<file path="src/rtl/id_ex_forward_stage.sv">
// rtl/id_ex_forward_stage.sv - ID/EX pipeline register with load-use stall and operand forwarding selects
//
// Purpose: captures the decoded instruction into ID/EX, raises a one-cycle
// load-use stall, counts stall cycles and produces the 4:1 operand mux
// selects for ALU-A, ALU-B and store data.
// Ports:
//   clk, rst                  clock, synchronous active-high reset
//   id_*                      decoded instruction from ID
//   flush                     squash the ID instruction
//   exmem_*, memwb_*          downstream writeback intent and destination
//   ex_*                      registered ID/EX fields
//   fwd_sel_a/b/st            mux selects (00 reg, 01 EX/MEM, 10 MEM/WB, 11 imm)
//   stall, stall_cnt          load-use stall and saturating stall counter
module id_ex_forward_stage (
  input  logic        clk,
  input  logic        rst,
  input  logic        id_valid,
  input  logic [31:0] id_rs_data,
  input  logic [31:0] id_rt_data,
  input  logic [31:0] id_imm,
  input  logic [4:0]  id_rs,
  input  logic [4:0]  id_rt,
  input  logic [4:0]  id_rd,
  input  logic        id_reg_write,
  input  logic        id_mem_read,
  input  logic        id_alu_src,
  input  logic        id_uses_rt,
  input  logic        flush,
  input  logic        exmem_reg_write,
  input  logic [4:0]  exmem_rd,
  input  logic        memwb_reg_write,
  input  logic [4:0]  memwb_rd,
  output logic        ex_valid,
  output logic        ex_reg_write,
  output logic        ex_mem_read,
  output logic        ex_alu_src,
  output logic [31:0] ex_rs_data,
  output logic [31:0] ex_rt_data,
  output logic [31:0] ex_imm,
  output logic [4:0]  ex_rs,
  output logic [4:0]  ex_rt,
  output logic [4:0]  ex_rd,
  output logic [1:0]  fwd_sel_a,
  output logic [1:0]  fwd_sel_b,
  output logic [1:0]  fwd_sel_st,
  output logic        stall,
  output logic [15:0] stall_cnt
);

  logic        valid_q, reg_write_q, mem_read_q, alu_src_q;
  logic        valid_d, reg_write_d, mem_read_d, alu_src_d;
  logic [31:0] rs_data_q, rt_data_q, imm_q;
  logic [31:0] rs_data_d, rt_data_d, imm_d;
  logic [4:0]  rs_q, rt_q, rd_q;
  logic [4:0]  rs_d, rt_d, rd_d;
  logic [15:0] stall_cnt_q, stall_cnt_d;
  logic        load_en;
  logic        hit_rs, hit_rt;
  logic        ex_a_hit, wb_a_hit, ex_st_hit, wb_st_hit;

  // The load in EX only delivers its data from MEM, so an ID consumer must
  // wait one cycle. Once the bubble is in EX the condition clears by itself.
  assign hit_rs = (rd_q == id_rs);
  assign hit_rt = id_uses_rt & (rd_q == id_rt);
  assign stall  = id_valid & valid_q & mem_read_q & (rd_q != 5'd0) &
                  (hit_rs | hit_rt) & ~flush;

  assign load_en = id_valid & ~stall & ~flush;

  always_comb begin
    valid_d     = 1'b0;
    reg_write_d = 1'b0;
    mem_read_d  = 1'b0;
    alu_src_d   = 1'b0;
    rs_data_d   = 32'd0;
    rt_data_d   = 32'd0;
    imm_d       = 32'd0;
    rs_d        = 5'd0;
    rt_d        = 5'd0;
    rd_d        = 5'd0;
    if (load_en) begin
      valid_d     = 1'b1;
      reg_write_d = id_reg_write;
      mem_read_d  = id_mem_read;
      alu_src_d   = id_alu_src;
      rs_data_d   = id_rs_data;
      rt_data_d   = id_rt_data;
      imm_d       = id_imm;
      rs_d        = id_rs;
      rt_d        = id_rt;
      rd_d        = id_rd;
    end
  end

  always_comb begin
    stall_cnt_d = stall_cnt_q;
    if (stall && (stall_cnt_q != 16'hFFFF)) begin
      stall_cnt_d = stall_cnt_q + 16'd1;
    end
  end

  always_ff @(posedge clk) begin
    if (rst) begin
      valid_q     <= 1'b0;
      reg_write_q <= 1'b0;
      mem_read_q  <= 1'b0;
      alu_src_q   <= 1'b0;
      rs_data_q   <= 32'd0;
      rt_data_q   <= 32'd0;
      imm_q       <= 32'd0;
      rs_q        <= 5'd0;
      rt_q        <= 5'd0;
      rd_q        <= 5'd0;
      stall_cnt_q <= 16'd0;
    end else begin
      valid_q     <= valid_d;
      reg_write_q <= reg_write_d;
      mem_read_q  <= mem_read_d;
      alu_src_q   <= alu_src_d;
      rs_data_q   <= rs_data_d;
      rt_data_q   <= rt_data_d;
      imm_q       <= imm_d;
      rs_q        <= rs_d;
      rt_q        <= rt_d;
      rd_q        <= rd_d;
      stall_cnt_q <= stall_cnt_d;
    end
  end

  // Register 0 is hard-wired zero, so it never matches a producer.
  assign ex_a_hit  = valid_q & (rs_q != 5'd0) & exmem_reg_write & (exmem_rd == rs_q);
  assign wb_a_hit  = valid_q & (rs_q != 5'd0) & memwb_reg_write & (memwb_rd == rs_q);
  assign ex_st_hit = valid_q & (rt_q != 5'd0) & exmem_reg_write & (exmem_rd == rt_q);
  assign wb_st_hit = valid_q & (rt_q != 5'd0) & memwb_reg_write & (memwb_rd == rt_q);

  // EX/MEM holds the younger result, so it wins over MEM/WB.
  always_comb begin
    fwd_sel_a = 2'b00;
    if (ex_a_hit) begin
      fwd_sel_a = 2'b01;
    end else if (wb_a_hit) begin
      fwd_sel_a = 2'b10;
    end
  end

  always_comb begin
    fwd_sel_st = 2'b00;
    if (ex_st_hit) begin
      fwd_sel_st = 2'b01;
    end else if (wb_st_hit) begin
      fwd_sel_st = 2'b10;
    end
  end

  assign fwd_sel_b = alu_src_q ? 2'b11 : fwd_sel_st;

  assign ex_valid     = valid_q;
  assign ex_reg_write = reg_write_q;
  assign ex_mem_read  = mem_read_q;
  assign ex_alu_src   = alu_src_q;
  assign ex_rs_data   = rs_data_q;
  assign ex_rt_data   = rt_data_q;
  assign ex_imm       = imm_q;
  assign ex_rs        = rs_q;
  assign ex_rt        = rt_q;
  assign ex_rd        = rd_q;
  assign stall_cnt    = stall_cnt_q;

endmodule
</file>
<file path="config.mk">
export PLATFORM = sky130hd
export DESIGN_NAME = id_ex_forward_stage
export DESIGN_NICKNAME = d
export VERILOG_FILES = /design/src/rtl/id_ex_forward_stage.sv
export SDC_FILE = /design/constraint.sdc
export NUM_CORES = 1
export LEC_CHECK = 0
export ABC_AREA = 1
export CORE_AREA = 2 2 104 106
export DETAILED_ROUTE_END_ITERATION = 6
export DIE_AREA = 0 0 106 108
export DONT_BUFFER_PORTS = 1
export HOLD_SLACK_MARGIN = 0.15
export PLACE_DENSITY = 0.6
export SLEW_MARGIN = 40
export SYNTH_ARGS = -nofsm -noshare
export SYNTH_HDL_FRONTEND = slang
export SYNTH_SLANG_ARGS = --single-unit
</file>
<file path="constraint.sdc">
create_clock -name clk -period 2.3 [get_ports clk]
set_input_delay 0.345 -clock clk [delete_from_list [all_inputs] [get_ports clk]]
set_output_delay 0.345 -clock clk [all_outputs]
set_load 0.005 [all_outputs]
</file>
# Word-level counts from Yosys, hierarchy flattened
# Cells that the tools add are included.
# word_totals
reg_bits,131
in_bits,131
out_inout_bits,138
wordCells,52
# op_classes
add_sub_neg,1
n_eq_ne,7
mux,6
bitwise_logic,22
n_reduce_logical,5
# op_table
operator,count
equality test 5 bit,6
AND 1 bit,18
adder 16 x 1 -> 16 bit (second input constant),1
!= test 16 bit (second input constant),1
nonzero test 5 bit,3
two-way mux 2 bit,5
NOT 1 bit,3
OR reduction 2 bit,1
logical AND 1 bit,1
two-way mux 1 bit,1
OR 1 bit,1

# Depth between registers and ports, before layout
# Gate-level depths: netlist (run 1).
# logic_depth
ltp_word,10
ltp_mapped,11
ltp_nobuf,10

# Least setup slack after synthesis (run 1)
# Ideal clock, no wire load.
# synth_path
path_type,reg2reg
from,"reg stall_cnt_q[0], in the netlist stall_cnt[0]"
to,"reg stall_cnt_q[11], in the netlist stall_cnt[11]"
arrival_time_ns,1.454
required_time_ns,2.168
path_slack_ns,0.714
path_stages_with_launch,10
period_less_slack_ns,1.586
cell_sequence,dfxtp_1 -> ha_1 -> nand2_1 -> nor2_4 -> nand2_2 -> nor2_4 -> nand2_2 -> clkbuf_1 -> nand4_1 -> a21oi_1
# synth_between
elab_chain_len,2
elab_cells_between_ends,3
# synth_rtl
element,line,source
start: declaration,56,"logic [15:0] stall_cnt_q, stall_cnt_d;"
start signal: assignment,126,stall_cnt_q <= stall_cnt_d;
"parallel branches: the longest is 2 deep, another holds adder 16 x 1 -> 16 bit",-,
# Parallel ways; which one is timed is not known.
# A chain may end at the register's enable or synchronous reset.

# Worst setup path after layout (run 1)
# layout_path
from,"reg rt_q[0], in the netlist ex_rt[0]"
to,out fwd_sel_b[1]
# layout_between
elab_chain_len,7
elab_cells_between_ends,11
# layout_rtl
element,line,source
start: declaration,54,"logic [4:0] rs_q, rt_q, rd_q;"
start signal: assignment,124,rt_q <= rt_d;
nonzero test 5 bit,"133, 134",
AND 1 bit,"133, 134",
AND 1 bit (2 in series),134,assign wb_st_hit = valid_q & (rt_q != 5'd0) & memwb_reg_write & (memwb_rd == rt_q);
two-way mux 2 bit,150,end else if (wb_st_hit) begin
two-way mux 2 bit *,148,if (ex_st_hit) begin
two-way mux 2 bit *,155,assign fwd_sel_b = alu_src_q ? 2'b11 : fwd_sel_st;
end: declaration,44,"output logic [1:0] fwd_sel_b,"
# Every way passes the cells marked *; elsewhere a longest branch is shown, timed or not.

==> results of run 1 <==
-- path summary, 6_finish.rpt --
kind | end | slack, ns | depth (start not counted)
worst min-delay path | ex_rt[3] | 0.30 | 4
worst max-delay path | fwd_sel_b[1] | 0.18 | 6
worst min register to register | stall_cnt[15] | 0.55 | 2
worst max register to register | stall_cnt[0] | 0.39 | 10
-- per-stage QoR --
step	power, mW	hold slack (ns)	setup WS [ns]	std cells	util, %
finish	5.24	0.298	0.180	901	64.9
global route	5.43	0.312	0.0433	901	64.9
CTS	5.27	0.279	0.216	901	64.9
detailed placement	2.57	0.418	0.422	754	48.2
global placement	2.57	0.416	0.463	754	48.2
floorplan	2.53	0.414	0.714	633	-
-- registers in the layout, indices dropped and copies added (netlist names) --
| register | count |
|---|---|
| ex_alu_src | 1 |
| ex_rs | 5 |
| ex_rd | 5 |
| ex_mem_read | 1 |
| ex_reg_write | 1 |
| stall_cnt | 16 |
| ex_valid | 1 |
| ex_rt | 5 |
| ex_rt_data | 32 |
| ex_rs_data | 32 |
| ex_imm | 32 |
-- cell usage after synthesis (2+ instances only) --
| library cell | n |
|---|---|
| sky130_fd_sc_hd__inv_1 | 149 |
| sky130_fd_sc_hd__nor2_1 | 141 |
| sky130_fd_sc_hd__dfxtp_1 | 131 |
| sky130_fd_sc_hd__nand2_1 | 98 |
| sky130_fd_sc_hd__nand4_1 | 21 |
| sky130_fd_sc_hd__nand3_1 | 16 |
| sky130_fd_sc_hd__a21oi_1 | 12 |
| sky130_fd_sc_hd__xor2_1 | 11 |
| sky130_fd_sc_hd__buf_4 | 8 |
| sky130_fd_sc_hd__buf_2 | 7 |
| sky130_fd_sc_hd__xnor2_1 | 6 |
| sky130_fd_sc_hd__nor3_1 | 5 |
| sky130_fd_sc_hd__o21ai_0 | 4 |
| sky130_fd_sc_hd__clkbuf_1 | 3 |
| sky130_fd_sc_hd__inv_2 | 3 |
| sky130_fd_sc_hd__nand2_2 | 3 |
| sky130_fd_sc_hd__nand3b_1 | 3 |
| sky130_fd_sc_hd__nor2_4 | 2 |
| sky130_fd_sc_hd__nor4_1 | 2 |
-- critical path: cells and delay by family, from the launching register on --
family / cells / cell delay (ns)
flops: 1 / 0.41
buf+inv: 1 / 0.11
simple gates: 5 / 0.74
-- what timing repair did --
| item | 4_1_cts | 5_1_grt |
|---|---|---|
| endpoints found under the setup margin | 0 | 0 |
| hold buffers | 115 | 0 |
| endpoints found under the hold margin | 130 | 0 |
-- power groups by stage --
stage	combinational [mW]	sequential (mW)	clock, mW
6_report	0.331	2.37	2.54
5_1_grt	0.363	2.37	2.69
4_1_cts	0.321	2.37	2.58
3_5_place_dp	0.159	2.42	0
3_3_place_gp	0.153	2.42	0
2_1_floorplan	0.133	2.40	0
-- per-layer routing --
layer  up-vias  share of wire, %
met4         0               3.6
met2       231                51
met3        48                10
li1       2083                 -
met5         -                 0
met1      1942                36
-- kinds of logic (layout without fill, tap and decap cells) --
kind of cell    after synthesis  after routing  share of synthesized area (%)
fa+ha+maj                     1              1                          0.260
compound gates               19             19                           2.16
flops                       131            131                           54.5
simple gates                294            294                           25.7
xor+xnor                     17             17                           3.09
buf+inv                     171            303                           14.3
-- area by class of cell --
cell class,count,area (um^2),area share [%]
Clock inverter,14,141,2.13
Multi-Input combinational cell,331,1510,22.7
Tap cell,136,170,2.56
Clock buffer,18,418,6.29
Inverter,152,571,8.59
Sequential cell,131,2620,39.5
Timing Repair Buffer,119,1210,18.2
==> flow_results.org, run 1 <==
** Floorplan
- For this design the top-level I/O count stands at ~270.
- Starting utilization of the core area :: ~47%
- Die Ht :: around 110 um
- The die is ~110 um wide.
- Core region area :: approximately 10000 um^2
- Row generation in the floorplan step produced 37 rows.
- Die area :: 11400 um^2

** Global route
- Grt ovf :: 0
- GR Util met1 :: roughly a quarter
- Antenna violations before repair :: 0
- Largest net degree at the start of global routing :: 63
- Global-route wire length before repair :: between 20000 and 25000 um
- Global routing used a little over two fifths of the available met2 tracks.
- The layer flagged by global routing as most heavily used is met2.
- Via count of the first global-routing pass :: roughly 4.5k
- Global routing used between 10% and 20% of the available met3 tracks.
- Global routing consumed, over all layers together, approximately a quarter of the routing resources.

** Route
- Remaining antenna violation count :: 0
- The routed design has 14000 um of wire.
- In this run, the number of DRC markers left after iteration 0 of detailed routing was 271.
- Using the TritonRoute via totals, the vias-per-cell ratio works out to between 4 and 5.
- The first detailed-routing pass ran for 4 iterations.
- DRC Markers :: 0
- After detailed routing, the average wire length per cell comes to roughly 16 um.
- Summing over every cut layer, the via total after detailed routing is approximately 4.3k.

** Timing
- Setup violations remaining at the end of the flow were counted as 0.
- The number of hold violations in the final report is 0.
- Relative slew slack :: between 60% and 70%
- On the final layout, the worst clock skew is roughly 0.012 ns.
- Total Neg Setup Slack :: 0 ns
- Based on the critical path, the design can be clocked at up to ~0.47 GHz.
- Portion of the clock cycle consumed by the worst path in the final layout :: ~90%
- Setup repair after global routing left no endpoint under its margin.
- Shortest clock period the worst path allows after layout :: roughly 2.1 ns
- Transition at the pin with the smallest max-transition slack :: a little over 0.5 ns
- The number of max-slew violations in the final report came to 0.

** Synth
- Prevailing post-synth register cell :: sky130_fd_sc_hd__dfxtp_1
- Top cell type by total area after synthesis :: sky130_fd_sc_hd__dfxtp_1
- For this run, the number of Yosys warnings is 0.
- Number of flops mapped to enable cells by yosys :: 0
- Number of instances in the synthesized netlist :: between 600 and 700
- Synthesis produced a netlist with a net count of between 700 and 800.
- Number of unique standard cell types used by synthesis :: 27
- Post-synthesis sequential area ratio :: 54.5%
- A synthesized cell averages between 7 and 8 um^2.
- In this run, synthesis produced a sequential element count of approximately 130.
- Biggest area contributors in the synthesized netlist :: sky130_fd_sc_hd__dfxtp_1 (54%), sky130_fd_sc_hd__inv_1 (12%), sky130_fd_sc_hd__nor2_1 (11%), sky130_fd_sc_hd__nand2_1 (7.6%), sky130_fd_sc_hd__nand4_1 (2.7%)
- Area share of the largest cell type after synthesis :: 54.5%
- For this run, asynchronously set or reset flops after synthesis account for 0%.
- Synthesized area :: 4820 um^2

** Setup path
- In this run the worst setup path begins at ex_rt[0].
- Type of element capturing the critical path :: output port
- Of all nets on the critical path, the largest fanout is 4.
- Data arrival time of the critical path :: approximately 1.8 ns
- On the critical path, the stage with the largest delay is an instance of sky130_fd_sc_hd__dfxtp_1.
- Startpoint class of the critical path :: flop
- Traced cell by cell, the critical path runs through inv_1, nand2_1, nand3_1, nor4_1, nand3_1, nand2_1.
- Peak per-stage delay on the critical path :: slightly above 0.4 ns
- At the worst endpoint, the required time is roughly 2.0 ns.
- Startpoint of the worst-slack reg-to-reg timing path :: stall_cnt[1]
- CP Class :: flop to output port

** Layout
- The top cell types in the final layout, fill and taps aside, are sky130_fd_sc_hd__inv_1 (149), sky130_fd_sc_hd__nor2_1 (141), sky130_fd_sc_hd__dfxtp_1 (131), sky130_fd_sc_hd__dlygate4sd3_1 (115), sky130_fd_sc_hd__nand2_1 (98).
- Area Overhead vs Synth :: 37.9%
- Number of antenna diodes :: 0
- Leaving out fill and tap cells, the most frequent cell in the layout is sky130_fd_sc_hd__inv_1.
- Counting the fill cells in the layout gives between 800 and 900.
- Fraction of final layout cells sized beyond drive strength 1 :: 6.01%
- For this run, the post-layout net count is 884.
- Finished layout cell area :: 6640 um^2

** Pwr
- Leakage power figure :: between 3 and 4 nW
- Worst-case vdd ir drop :: between 400 and 500 uV
- Of the total power, the share spent switching nets is between 20 and 25%.
- In this run, the combinational gates consume around 6.3% of the power.
- Cell internal power was estimated by the tool at 3.98 mW.
- Dividing total power by cell area gives a power density of around 790 nW/um^2.
- Clock share of power :: roughly 49%
- The analysis attributes to net switching a power of approximately 1.3 mW.
- Sequential cells burn a little under half of the power.

** Worst hold path
- The startpoint identified for the worst hold timing path is id_valid.
- Path type of the worst min-delay path :: input port to flop

** Clock tree
- Maximum root-to-sink buffer count :: 2
- The number of setup buffers added after CTS is 0.
- Num Clock Sinks :: roughly 130
- The number of clock buffers added by TritonCTS is 17.
- Post_cts resized :: 0
- The clock tree synthesis step divided the H-tree into 4 levels.
- After clock tree synthesis, the clock-pin slew on the worst setup and hold paths is around 0.060 ns.
- Clock tree synthesis selected as its root buffer the cell sky130_fd_sc_hd__clkbuf_8.
- TritonCTS built the clock tree.
- The clock reaches the later pin of the worst-skew pair after about 0.52 ns.

** Placement
- Once placement finished, the instance area stood at about 4900 um^2.
- Final GP Congestion :: roughly 0.83
- Port Buffer Count :: 0
- Total half-perimeter wirelength after legalization and detailed placement :: roughly 9100 um

** Run status
- The run finished with clean final reports.

** Run
- Max_cap viols :: 0
Power figures use the tool's default switching activity.
==> inputs of run 2 (changes only) <==
--- a/config.mk
+++ b/config.mk
@@ -7,11 +7,13 @@
 export LEC_CHECK = 0
 export ABC_AREA = 1
 export CORE_AREA = 2 2 104 106
+export CTS_CLUSTER_SIZE = 25
 export DETAILED_ROUTE_END_ITERATION = 6
 export DIE_AREA = 0 0 106 108
 export DONT_BUFFER_PORTS = 1
 export HOLD_SLACK_MARGIN = 0.15
 export PLACE_DENSITY = 0.6
+export REMOVE_ABC_BUFFERS = 1
 export SLEW_MARGIN = 40
 export SYNTH_ARGS = -nofsm -noshare
 export SYNTH_HDL_FRONTEND = slang
==> run 2 against run 1 <==
Critical path depth fell by 1. Combinational power hardly changed. Power shrank 1.5%. Clock skew rose by 0.0023 ns. Wire length increased by 0.58%. Largest power group unchanged. Critical path type unchanged. Register-to-register slack worse by 0.04 ns. Sequential share of layout area hardly changed.
==> flow_results.org, run 2 (synthesis gave the netlist of run 1 again) <==
** Timing
- Of the available clock period, the critical path in the final layout requires between 80% and 90%.
- Setup repair after global routing left no endpoint under its margin.
- For the pin with the worst max-slew slack, the measured transition is between 0.5 and 0.6 ns.
- Between clock sinks in the finished design, the worst skew comes to 0.0139 ns.
- Relative slew slack :: ~65%
- Once routing completed, OpenROAD measured the worst setup slack at around 0.28 ns.
- Hold Vio Cnt, Final :: 0
- Subtracting the final worst setup slack from the clock period gives 2.02 ns.
- Worst Hold Margin :: approximately 0.29 ns
- Number of pins with negative max-slew slack in the final report :: 0
- Adding up every negative setup slack in the final design gives 0 ns.
- Final setup violating endpoints :: 0
- Maximum achievable frequency :: slightly below 0.5 GHz

** Route
- Remaining antenna violation count :: 0
- DRC Markers :: 0
- After detailed routing, the average wire length per cell comes to about 16 um.
- After the first detailed-routing iteration, the DRC count stood at approximately 300.
- For this run, the detailed router's first-pass iteration total came to 5.
- Total vias in the final route :: roughly 4.3k
- Dividing the detail-routed via count by the number of cells gives ~4.7.
- Total Routed Length :: approximately 14000 um

** Setup path
- The worst setup path is launched from a flop.
- The slowest stage of the critical path belongs to the cell sky130_fd_sc_hd__dfxtp_1.
- Of all nets on the critical path, the largest fanout is 4.
- Worst reg2reg endpoint :: stall_cnt[13]
- At the worst endpoint, the arrival time is between 1.5 and 2 ns.
- Measured in cells, the most critical reg-to-reg path has a length of 9.
- In this run the critical register-to-register path is launched from stall_cnt[0].
- The signal on the critical path passes through inv_1, nand2_1, o211ai_1, nor4_2, nor2_1.
- STA classifies the critical path endpoint as an output port.
- The worst setup path is of the flop to output port kind.
- Data on the critical path is required at its endpoint by 1.96 ns.
- Across all register-to-register paths, the minimum setup slack is 0.35 ns.
- Peak per-stage delay on the critical path :: just over 0.4 ns

** Layout
- Area Overhead vs Synth :: 37.7%
- Leaving out filler cells and counting taps, the final layout contains 901.
- Post-layout utilization of the core :: about two thirds
- For this run, the post-layout net count is 884.
- Fraction of final layout cells sized beyond drive strength 1 :: around 6%
- Summing all non-filler instances in the final layout gives an area of 6630 um^2.
- Fill cells in the final layout number approximately 810.
- Leaving out fill and tap cells, the most frequent cells in the layout are sky130_fd_sc_hd__inv_1 (149), sky130_fd_sc_hd__nor2_1 (141), sky130_fd_sc_hd__dfxtp_1 (131), sky130_fd_sc_hd__dlygate4sd3_1 (115), sky130_fd_sc_hd__nand2_1 (98).
- Number of antenna diodes :: 0
- The library cell used most frequently in the layout, excluding fill and tap cells, is sky130_fd_sc_hd__inv_1.

** Clock tree
- The clock passes through at most 2 buffers.
- H-tree Lvls :: 4
- Number of buffers inserted during clock tree synthesis :: 17
- Clock tree synthesis found a total of around 130 sinks.
- Clock root buffer :: sky130_fd_sc_hd__clkbuf_8
- CTS tree :: built
- Clock latency at the later pin of the worst-skew pair :: 0.50 ns
- Clock-pin slew was measured on the worst setup and hold paths at ~0.06 ns.

** Worst hold path
- Path type of the worst min-delay path :: input port to flop
- Worst Hold Path EP :: ex_mem_read
- Hold Path Depth :: 4
- In this run the most critical hold path is launched from id_valid.

** Placement
- Placed Cells :: 754
- Port Buffer Count :: 0
- At the end of routability-driven placement, the weighted congestion stood at ~0.84.
- Placed standard-cell area :: roughly 4900 um^2
- Detailed placement finished with a half-perimeter wire length of 8930 um.
- Worst setup slack after placement :: 0.393 ns

** Run
- Max-cap violations in this run came to 0.

** Pwr
- Of the total power, the clock network draws 47.7%.
- Total design power :: just over 5 mW
- Net Sw Frac :: 23.3%
- Worst-case vdd ir drop :: ~530 uV
- Net Switching :: between 1 and 1.5 mW
- Leakage power figure :: 3.28 nW
- Sequential cells burn between 40% and 50% of the power.
- Power density over the cells :: between 700 and 800 nW/um^2
- Proportion of power drawn by combinational gates :: under 10%
- Int Pwr :: around 4 mW

** Run status
- Result of the run :: completed

** Global route
- For this run the aggregate overflow at the end of global routing stands at 0.
- Global routing used about a quarter of the available tracks.
- The via count of the first global-routing pass was roughly 4.4k.
- Largest net degree at the start of global routing :: 61
- The first global-routing pass estimated between 20000 and 25000 um of wire.
- Antenna violations before repair :: 0

** Floorplan
- Starting utilization of the core area :: a little under half
- After floorplanning, the core was divided into 37 placement rows.
- Die area :: ~11000 um^2
- ~270 I/O pins were placed.
- The floorplan step defined a core boundary enclosing 10200 um^2.
- Die Ht :: 108 um
- Die Span X :: 106 um
-- run 2: repair_timing --
item	4_1_cts	5_1_grt
endpoints found under the setup margin	0	1
endpoints found under the hold margin	130	0
buffers inserted	0	0
resized for setup	0	1
hold buffers	115	0
-- run 2: how the worst max path moves through the flow --
stage	slack (ns)	startpoint	to	depth (start not counted)
finish	0.28	ex_rs[0]	fwd_sel_a[1]	5
global route	0.14	ex_rs[0]	fwd_sel_a[1]	5
CTS	0.18	ex_rs[0]	fwd_sel_a[1]	5
detailed placement	0.39	stall_cnt[0]	stall_cnt[13]	9
global placement	0.44	stall_cnt[0]	stall_cnt[0]	10
floorplan	0.1	ex_rd[2]	ex_valid	9
-- run 2: metal layers --
layer,share of wire (%),GRT usage (%),up-vias
met2,52,44.8,223
met1,35,23.4,1918
met5,0,0,-
li1,-,-,2078
met4,2.4,10.5,0
met3,11,11.5,34
-- run 2: layout make-up --
type	count	area [um^2]	share of cell area, %
sequential	131	2620	39.5
multi-input combinational	331	1520	22.9
tap	136	170	2.57
timing repair buffer	119	1210	18.2
clock inverter	14	129	1.94
clock buffer	18	418	6.30
inverter	152	571	8.60
-- run 2: critical path: cells and delay by family (launching register included) --
kind                   cells  cell delay [ns]
AO/OA/AOI/OAI              1             0.13
buffers and inverters      1             0.10
flip-flops                 1             0.41
AND/OR/NAND/NOR            3             0.55
-- run 2: power by group through the flow --
stage          Sequential [mW]  Clock (mW)  Combinational (mW)
3_5_place_dp              2.41           0               0.159
2_1_floorplan             2.40           0               0.125
4_1_cts                   2.37        2.48               0.322
3_3_place_gp              2.42           0               0.153
6_report                  2.37        2.46               0.333
5_1_grt                   2.37        2.60               0.365
